==> config.mk <==
export PLATFORM = sky130hd
export DESIGN_NAME = bus_addr_dec_flat
export DESIGN_NICKNAME = d
export VERILOG_FILES = /design/src/rtl/bus_addr_dec_if.sv /design/src/rtl/bus_addr_dec.sv /design/src/flat_wrapper.sv
export SDC_FILE = /design/constraint.sdc
export NUM_CORES = 1
export LEC_CHECK = 0
export ABC_CLOCK_PERIOD_IN_PS = 2100
export CAP_MARGIN = 20
export CORE_MARGIN = 4
export CORE_UTILIZATION = 48
export CTS_BUF_LIST = sky130_fd_sc_hd__clkbuf_8
export DETAILED_ROUTE_END_ITERATION = 8
export PLACE_DENSITY = 0.86
export SLEW_MARGIN = 15
export SYNTH_ARGS = -nofsm -noshare
export SYNTH_HDL_FRONTEND = slang
export SYNTH_SLANG_ARGS = --single-unit
==> constraint.sdc <==
create_clock -name clk -period 2.1 [get_ports clk]
set_input_delay 0.63 -clock clk [delete_from_list [all_inputs] [get_ports clk]]
set_output_delay 0.63 -clock clk [all_outputs]
set_load 0.02 [all_outputs]
==> src/rtl/bus_addr_dec_if.sv <==
// Master-side bus between the system master and the address decoder.
// The decoder takes the slave modport and drives the slave selects back.
interface bus_addr_dec_if #(
    parameter int NUM_SLV = 2,
    parameter int ADDR_W  = 16
);
    logic                m_req;
    logic [ADDR_W-1:0]   m_addr;
    logic [NUM_SLV-1:0]  s_sel;
    logic [2:0]          s_idx;

    modport master (output m_req, m_addr, input  s_sel, s_idx);
    modport slave  (input  m_req, m_addr, output s_sel, s_idx);
endinterface

==> src/rtl/bus_addr_dec.sv <==
// Registered address decoder: maps m_addr onto NUM_SLV windows and drives a
// one-hot select one cycle later, with decode-miss capture and counting.
module bus_addr_dec #(
    parameter int                        NUM_SLV   = 2,
    parameter int                        ADDR_W    = 16,
    parameter logic [NUM_SLV*ADDR_W-1:0] SLV_BASE  = {16'h7000, 16'h0000},
    parameter logic [NUM_SLV*ADDR_W-1:0] SLV_LAST  = {16'h71FF, 16'h07FF},
    parameter int                        ERR_CNT_W = 8
) (
    input  logic                 clk,
    input  logic                 reset_n,
    bus_addr_dec_if.slave        bus,
    input  logic                 err_clr,
    output logic                 dec_err,
    output logic                 err_sticky,
    output logic [ADDR_W-1:0]    err_addr,
    output logic [ERR_CNT_W-1:0] err_cnt
);
    typedef enum logic [1:0] {
        IDLE = 2'd0,
        SEL  = 2'd1,
        ERR  = 2'd2
    } state_t;

    state_t                 state_reg;
    logic [NUM_SLV-1:0]     sel_reg;
    logic [2:0]             idx_reg;
    logic                   dec_err_reg;
    logic                   err_sticky_reg;
    logic [ADDR_W-1:0]      err_addr_reg;
    logic [ERR_CNT_W-1:0]   err_cnt_reg;

    logic [NUM_SLV-1:0]     hit_vec;
    logic [NUM_SLV-1:0]     sel_next;
    logic [2:0]             idx_next;
    logic                   any_hit;

    // Offset range check: base <= addr <= last is equivalent to
    // (addr - base) <= (last - base) in modulo arithmetic when base <= last.
    generate
        for (genvar gi = 0; gi < NUM_SLV; gi++) begin : g_win
            logic [ADDR_W-1:0] offset;
            logic [ADDR_W-1:0] span;
            assign offset      = bus.m_addr - SLV_BASE[gi*ADDR_W +: ADDR_W];
            assign span        = SLV_LAST[gi*ADDR_W +: ADDR_W] - SLV_BASE[gi*ADDR_W +: ADDR_W];
            assign hit_vec[gi] = (offset <= span);
        end
    endgenerate

    // Scan from the top so the lowest matching index is the one left standing.
    always_comb begin
        sel_next = '0;
        idx_next = '0;
        for (int i = NUM_SLV - 1; i >= 0; i--) begin
            if (hit_vec[i]) begin
                sel_next    = '0;
                sel_next[i] = 1'b1;
                idx_next    = 3'(i);
            end
        end
    end

    assign any_hit = |hit_vec;

    always_ff @(posedge clk or negedge reset_n) begin
        if (!reset_n) begin
            state_reg      <= IDLE;
            sel_reg        <= '0;
            idx_reg        <= '0;
            dec_err_reg    <= 1'b0;
            err_sticky_reg <= 1'b0;
            err_addr_reg   <= '0;
            err_cnt_reg    <= '0;
        end else begin
            dec_err_reg <= 1'b0;
            if (err_clr) begin
                err_sticky_reg <= 1'b0;
                err_cnt_reg    <= '0;
            end
            case (state_reg)
                IDLE, SEL, ERR: begin
                    if (!bus.m_req) begin
                        state_reg <= IDLE;
                        sel_reg   <= '0;
                        idx_reg   <= '0;
                    end else if (any_hit) begin
                        state_reg <= SEL;
                        sel_reg   <= sel_next;
                        idx_reg   <= idx_next;
                    end else begin
                        state_reg <= ERR;
                        sel_reg   <= '0;
                        idx_reg   <= '0;
                        // A miss is recorded only on entry; a held miss stays silent.
                        if (state_reg != ERR) begin
                            dec_err_reg    <= 1'b1;
                            err_sticky_reg <= 1'b1;
                            err_addr_reg   <= bus.m_addr;
                            if (err_clr)
                                err_cnt_reg <= ERR_CNT_W'(1);
                            else if (err_cnt_reg != '1)
                                err_cnt_reg <= err_cnt_reg + ERR_CNT_W'(1);
                        end
                    end
                end
                default: begin
                    state_reg <= IDLE;
                    sel_reg   <= '0;
                    idx_reg   <= '0;
                end
            endcase
        end
    end

    assign bus.s_sel  = sel_reg;
    assign bus.s_idx  = idx_reg;
    assign dec_err    = dec_err_reg;
    assign err_sticky = err_sticky_reg;
    assign err_addr   = err_addr_reg;
    assign err_cnt    = err_cnt_reg;
endmodule
==> src/flat_wrapper.sv <==
// flat-port wrapper written by rule: the top's interface ports become plain ports
module bus_addr_dec_flat 
#(
    parameter int                        NUM_SLV   = 2,
    parameter int                        ADDR_W    = 16,
    parameter logic [NUM_SLV*ADDR_W-1:0] SLV_BASE  = {16'h7000, 16'h0000},
    parameter logic [NUM_SLV*ADDR_W-1:0] SLV_LAST  = {16'h71FF, 16'h07FF},
    parameter int                        ERR_CNT_W = 8
)
  (clk, reset_n, err_clr, dec_err, err_sticky, err_addr, err_cnt, bus_m_req, bus_m_addr, bus_s_sel, bus_s_idx);
  bus_addr_dec_if #(.NUM_SLV(NUM_SLV), .ADDR_W(ADDR_W)) bus_i ();
  input  logic clk;
  input  logic reset_n;
  input  logic err_clr;
  output logic dec_err;
  output logic err_sticky;
  output logic [ADDR_W-1:0] err_addr;
  output logic [ERR_CNT_W-1:0] err_cnt;
  input wire logic [$bits(bus_i.m_req)-1:0] bus_m_req;
  input wire logic [$bits(bus_i.m_addr)-1:0] bus_m_addr;
  output wire logic [$bits(bus_i.s_sel)-1:0] bus_s_sel;
  output wire logic [$bits(bus_i.s_idx)-1:0] bus_s_idx;
  assign bus_i.m_req = bus_m_req;
  assign bus_i.m_addr = bus_m_addr;
  assign bus_s_sel = bus_i.s_sel;
  assign bus_s_idx = bus_i.s_idx;
  bus_addr_dec #(.NUM_SLV(NUM_SLV), .ADDR_W(ADDR_W), .SLV_BASE(SLV_BASE), .SLV_LAST(SLV_LAST), .ERR_CNT_W(ERR_CNT_W)) u_core (.clk(clk), .reset_n(reset_n), .bus(bus_i), .err_clr(err_clr), .dec_err(dec_err), .err_sticky(err_sticky), .err_addr(err_addr), .err_cnt(err_cnt));
endmodule
# Word level (Yosys, flattened, before mapping)
# Index checks and enable logic that the tools add are counted.
# W data, S select, Z words.
# totals
elab_cells	49
reg_bits	33
# classes
addsub	2
eq_ne	4
muxes	29
reduce_logical	4
n_lt_le_gt_ge	2
n_bitwise	1
# ops
cell	n
$mux W8	7
$le A16 B11 Y1 const B	1
$le A16 B9 Y1 const B	1
$mux W2	8
$sub A16 B15 Y16 const B	1
$mux W1	12
$add A8 B1 Y8 const B	1
$ne A8 B8 Y1 const B	1
$mux W3	2
$reduce_and A4 Y1	1
$reduce_or A3 Y1	1
$eq A2 B1 Y1 const B	1
$eq A2 B2 Y1 const B	1
$logic_not A2 Y1	1
$ne A2 B2 Y1 const B	1
$reduce_or A2 Y1	1
$not A1 Y1	1

# Depth between registers and ports, before layout
# depth
word_depth	7
ltp_mapped	8
ltp_nobuf	6

# Least setup slack after synthesis
# Ideal clock, no wire load.
# synth_path
path_kind	input-to-reg
from	in bus_m_addr[11]
to	reg u_core.err_cnt_reg[6] (netlist: u_core.err_cnt[6])
arrival_time_ns	1.799
stages	7
setup_time_ns	0.137
path_slack_ns	0.164
path_buffers	1
required_time_ns	1.963
cell_sequence	or2_1 -> or4_4 -> nand3_2 -> buf_6 -> inv_4 -> a41oi_1 -> a311oi_2
# synth_between
elab_chain_cells	6
# synth_rtl
element	line_no	text
start, declared	flat_wrapper.sv:20	input wire logic [$bits(bus_i.m_addr)-1:0] bus_m_addr;
$sub A16 B15 Y16	bus_addr_dec.sv:44	assign offset = bus.m_addr - SLV_BASE[gi*ADDR_W +: ADDR_W];
$le A16 B9 Y1	bus_addr_dec.sv:46	assign hit_vec[gi] = (offset <= span);
$reduce_or A2 Y1 (*)	bus_addr_dec.sv:63	assign any_hit = |hit_vec;
$mux W8 (*)	bus_addr_dec.sv:86	end else if (any_hit) begin
$mux W8 (*)	bus_addr_dec.sv:82	if (!bus.m_req) begin
$mux W8 (*)	bus_addr_dec.sv:80	case (state_reg)
end signal, assigned	bus_addr_dec.sv:102	err_cnt_reg <= err_cnt_reg + ERR_CNT_W'(1);
end, declared	bus_addr_dec.sv:31	logic [ERR_CNT_W-1:0] err_cnt_reg;
# Every way passes the cells marked *; elsewhere a longest branch is shown, timed or not.
# A chain may end at the register's enable or synchronous reset.

# Worst setup path after layout
# layout_path
from	in bus_m_addr[9]
to	reg u_core.err_cnt_reg[3] (netlist: u_core.err_cnt[3])
# The elaborated chain is that of the path after synthesis.

==> results.toml <==
[critical_path]
r2r_start = "u_core.err_cnt[3]"
ff2ff_path_depth = 4
cp_cell_sequence = "clkdlybuf4s50_1 -> nor4_4 -> nand4_1 -> nand3_4 -> or4_1 -> a21oi_1"
cpPeakStageDelay_ps = 540
critical_path_cell_count = 6
crit_start = "bus_m_addr[9]"
crit_arrival_ps = 2220
rrSetupSlack_ps = 360
cpLargestDelayFamily = "simple AND/OR/NAND/NOR gates"
worstSetupStartpointType = "primary input"
worstSetupEndpoint = "u_core.err_cnt[3]"
crit_path_end_kind = "flop"
path_class = "primary input to flop"
cpMaxStageDelayCell = "clkdlybuf4s50_1"
timing.critical_path.buf_inv = 1
worstReg2RegEnd = "u_core.err_cnt[7]"
required_ps = 2300
worst-path-max-fanout = 5

[yosys]
synth_top_family_by_area = "simple AND/OR/NAND/NOR gates"
synth_flop_cell = "dfrtp_1"
avgSynthCellArea_um2 = 9.41
synth-adder-area-share = 0.00929
ys_seq_area_frac = 0.558
synth.distinct_cells = 36
synth_top_area_cell = "dfrtp_1"
netlist_area_um2 = 1350
synthArstFlopShare = 1.00
yosys-top-cells-area = "dfrtp_1, nand2_1, nor2_1"
ys_warn_count = 0
yosys.cell_count.top_type = "nand2_1"
synth-edff-count = 0
netlist.area_leader.share = 0.558
yosys.area_share.simple = 0.270
synthMuxAreaShare = 0.00743
synth_compound_area_frac = 0.0967
synth_commonest_cells = "nand2_1, dfrtp_1, nor2_1, nor3_1, o21ai_0"
synth-xor-area-share = 0
ys_ff_latch = 30
syn_inst = 143

[place]
portBuffers = 48
dp_cells = 229
gp_congestion = 0.834
dp.final_hpwl_um = 2600
dpl_cell_area_um2 = 1920
place_ws_ps = -377

[pwr]
ir_worst_vdd_mv = 0.693
sw_frac_of_total = 0.286
p_sw_mw = 0.422
power.leakage_nw = 0.965
fin_total_pwr_mw = 1.47
p_int_mw = 1.05
p_per_area_nw_per_um2 = 720
clkPwrFrac = 0.323
combPwrFrac = 0.227
seqPwrFrac = 0.450

[route]
via_per_inst = 5.36
wirelength_um = 3530
wire_per_inst_um = 14.9
vias = 1270
dr.pass1.iters = 4
antenna_left = 0
drcViolationCount = 0
dr.first_iter.drc_count = 88

[timing]
whs_ps = 473
drv_slew = 0
setup_viol = 0
hold_viol_final = 0
fin_setup_tns_ps = 0
setup_ws_ps = 77.6
fin_crit_ps = 2020
finClkSkew_ps = 6.97
max_freq_mhz = 494
period_share = 0.963

[clocking]
clkTransAtPathRegs_ps = 60
postCtsHoldBufs = 0
cts_buffers = 5
cts_buffer_depth = 2
cts_tree = "yes"
cts.htree.levels = 2
numClockSinks = 30
clk_latency_ps = 290
cts-root-buf = "clkbuf_8"

[global_route]
antenna_found_initial = 0
first_global_vias = 1292
grt-ovfl-total = 0
track_usage = 0.222
grt_pass1_wl_um = 5820
grt_max_degree = 31

[die]
die_area_um2 = 3720
die_w_um = 61.0
ios = 51
core_um2 = 2570
fp.dieH_um = 61.0
fp-row-count = 18
start_util = 0.524

[run]
maxCapViolCount = 0

[cells_and_area]
drive_gt1_frac = 0.140
instances_no_fill = 237
syn2layout_area_growth_pct = 52.0
final_core_util = 0.797
seqCellArea_um2 = 751
nFillCells = 176
multi_input_area_um2 = 553
num_antenna_cells = 0
largest_reg_flops = 16
fin_area_um2 = 2050
fin_nets = 227

[hold_path]
whs_path_depth = 2
hold_class = "flop to flop"

[outcome]
outcome = "finished, final reports clean"
## layer usage
layer / global-route usage / routed length [µm] / up-vias
met1: 0.263 / 1380 / 615
met2: 0.354 / 1800 / 44
met4: 0.118 / 67 / 0
li1: - / - / 603
met3: 0.0766 / 277 / 8
met5: 0 / 0 / -
## timing repair
item,CTS,global route
setup endpoints to repair,13,21
resized for setup,4,3
buffers inserted,0,0
## layout by cell type, fill, tap and decap left out, types with 2 or more instances in the layout
cell type / count
nor2_1: 9
nand4_1: 2
nand2_1: 51
a21oi_1: 3
dfrtp_1: 30
nor3_1: 4
inv_1: 4
dlymetal6s2s_1: 2
o2111a_1: 2
clkdlybuf4s50_1: 45
a31oi_1: 2
buf_4: 15
o21ai_0: 4
conb_1: 2
clkbuf_8: 6
nand3_1: 3
## worst min path at each step
stage,end,startpoint
floorplan,u_core.bus.s_idx[0],reset_n
global placement,u_core.err_addr[5],u_core.err_addr[5]
detailed placement,u_core.err_addr[5],u_core.err_addr[5]
CTS,u_core.err_addr[5],u_core.err_addr[5]
global route,u_core.err_addr[5],u_core.err_addr[5]
finish,u_core.err_addr[5],u_core.err_addr[5]
## layout make-up
cell class / instances / share of cell area
multi-input cells: 102 / 0.270
clock buffers: 6 / 0.0403
repair buffers: 63 / 0.292
clock inverters: 2 / 0.00428
well taps: 30 / 0.0183
flip-flops and latches: 30 / 0.367
inverters: 4 / 0.00856
## worst min-delay path, stage by stage, from the launching register on
cell	delay, ps
dfrtp_1	340
nand2_1	50
nand2_1	60
## cells by family after synthesis
kind of cell / Yosys count
and+or+nand+nor: 81
DFF: 30
other: 1
adders and majority gates: 1
buffers and inverters: 12
AOI/OAI and AO/OA: 17
muxes: 1
## power by group through the flow
stage | Combinational, mW | Sequential (mW) | Clock (mW)
after floorplan | 0.0801 | 0.734 | 0
after global placement | 0.325 | 0.669 | 0
after detailed placement | 0.331 | 0.672 | 0
after CTS | 0.335 | 0.664 | 0.485
after global routing | 0.360 | 0.671 | 0.513
final | 0.334 | 0.663 | 0.476
Note: power is estimated with default switching activity, not from simulation.
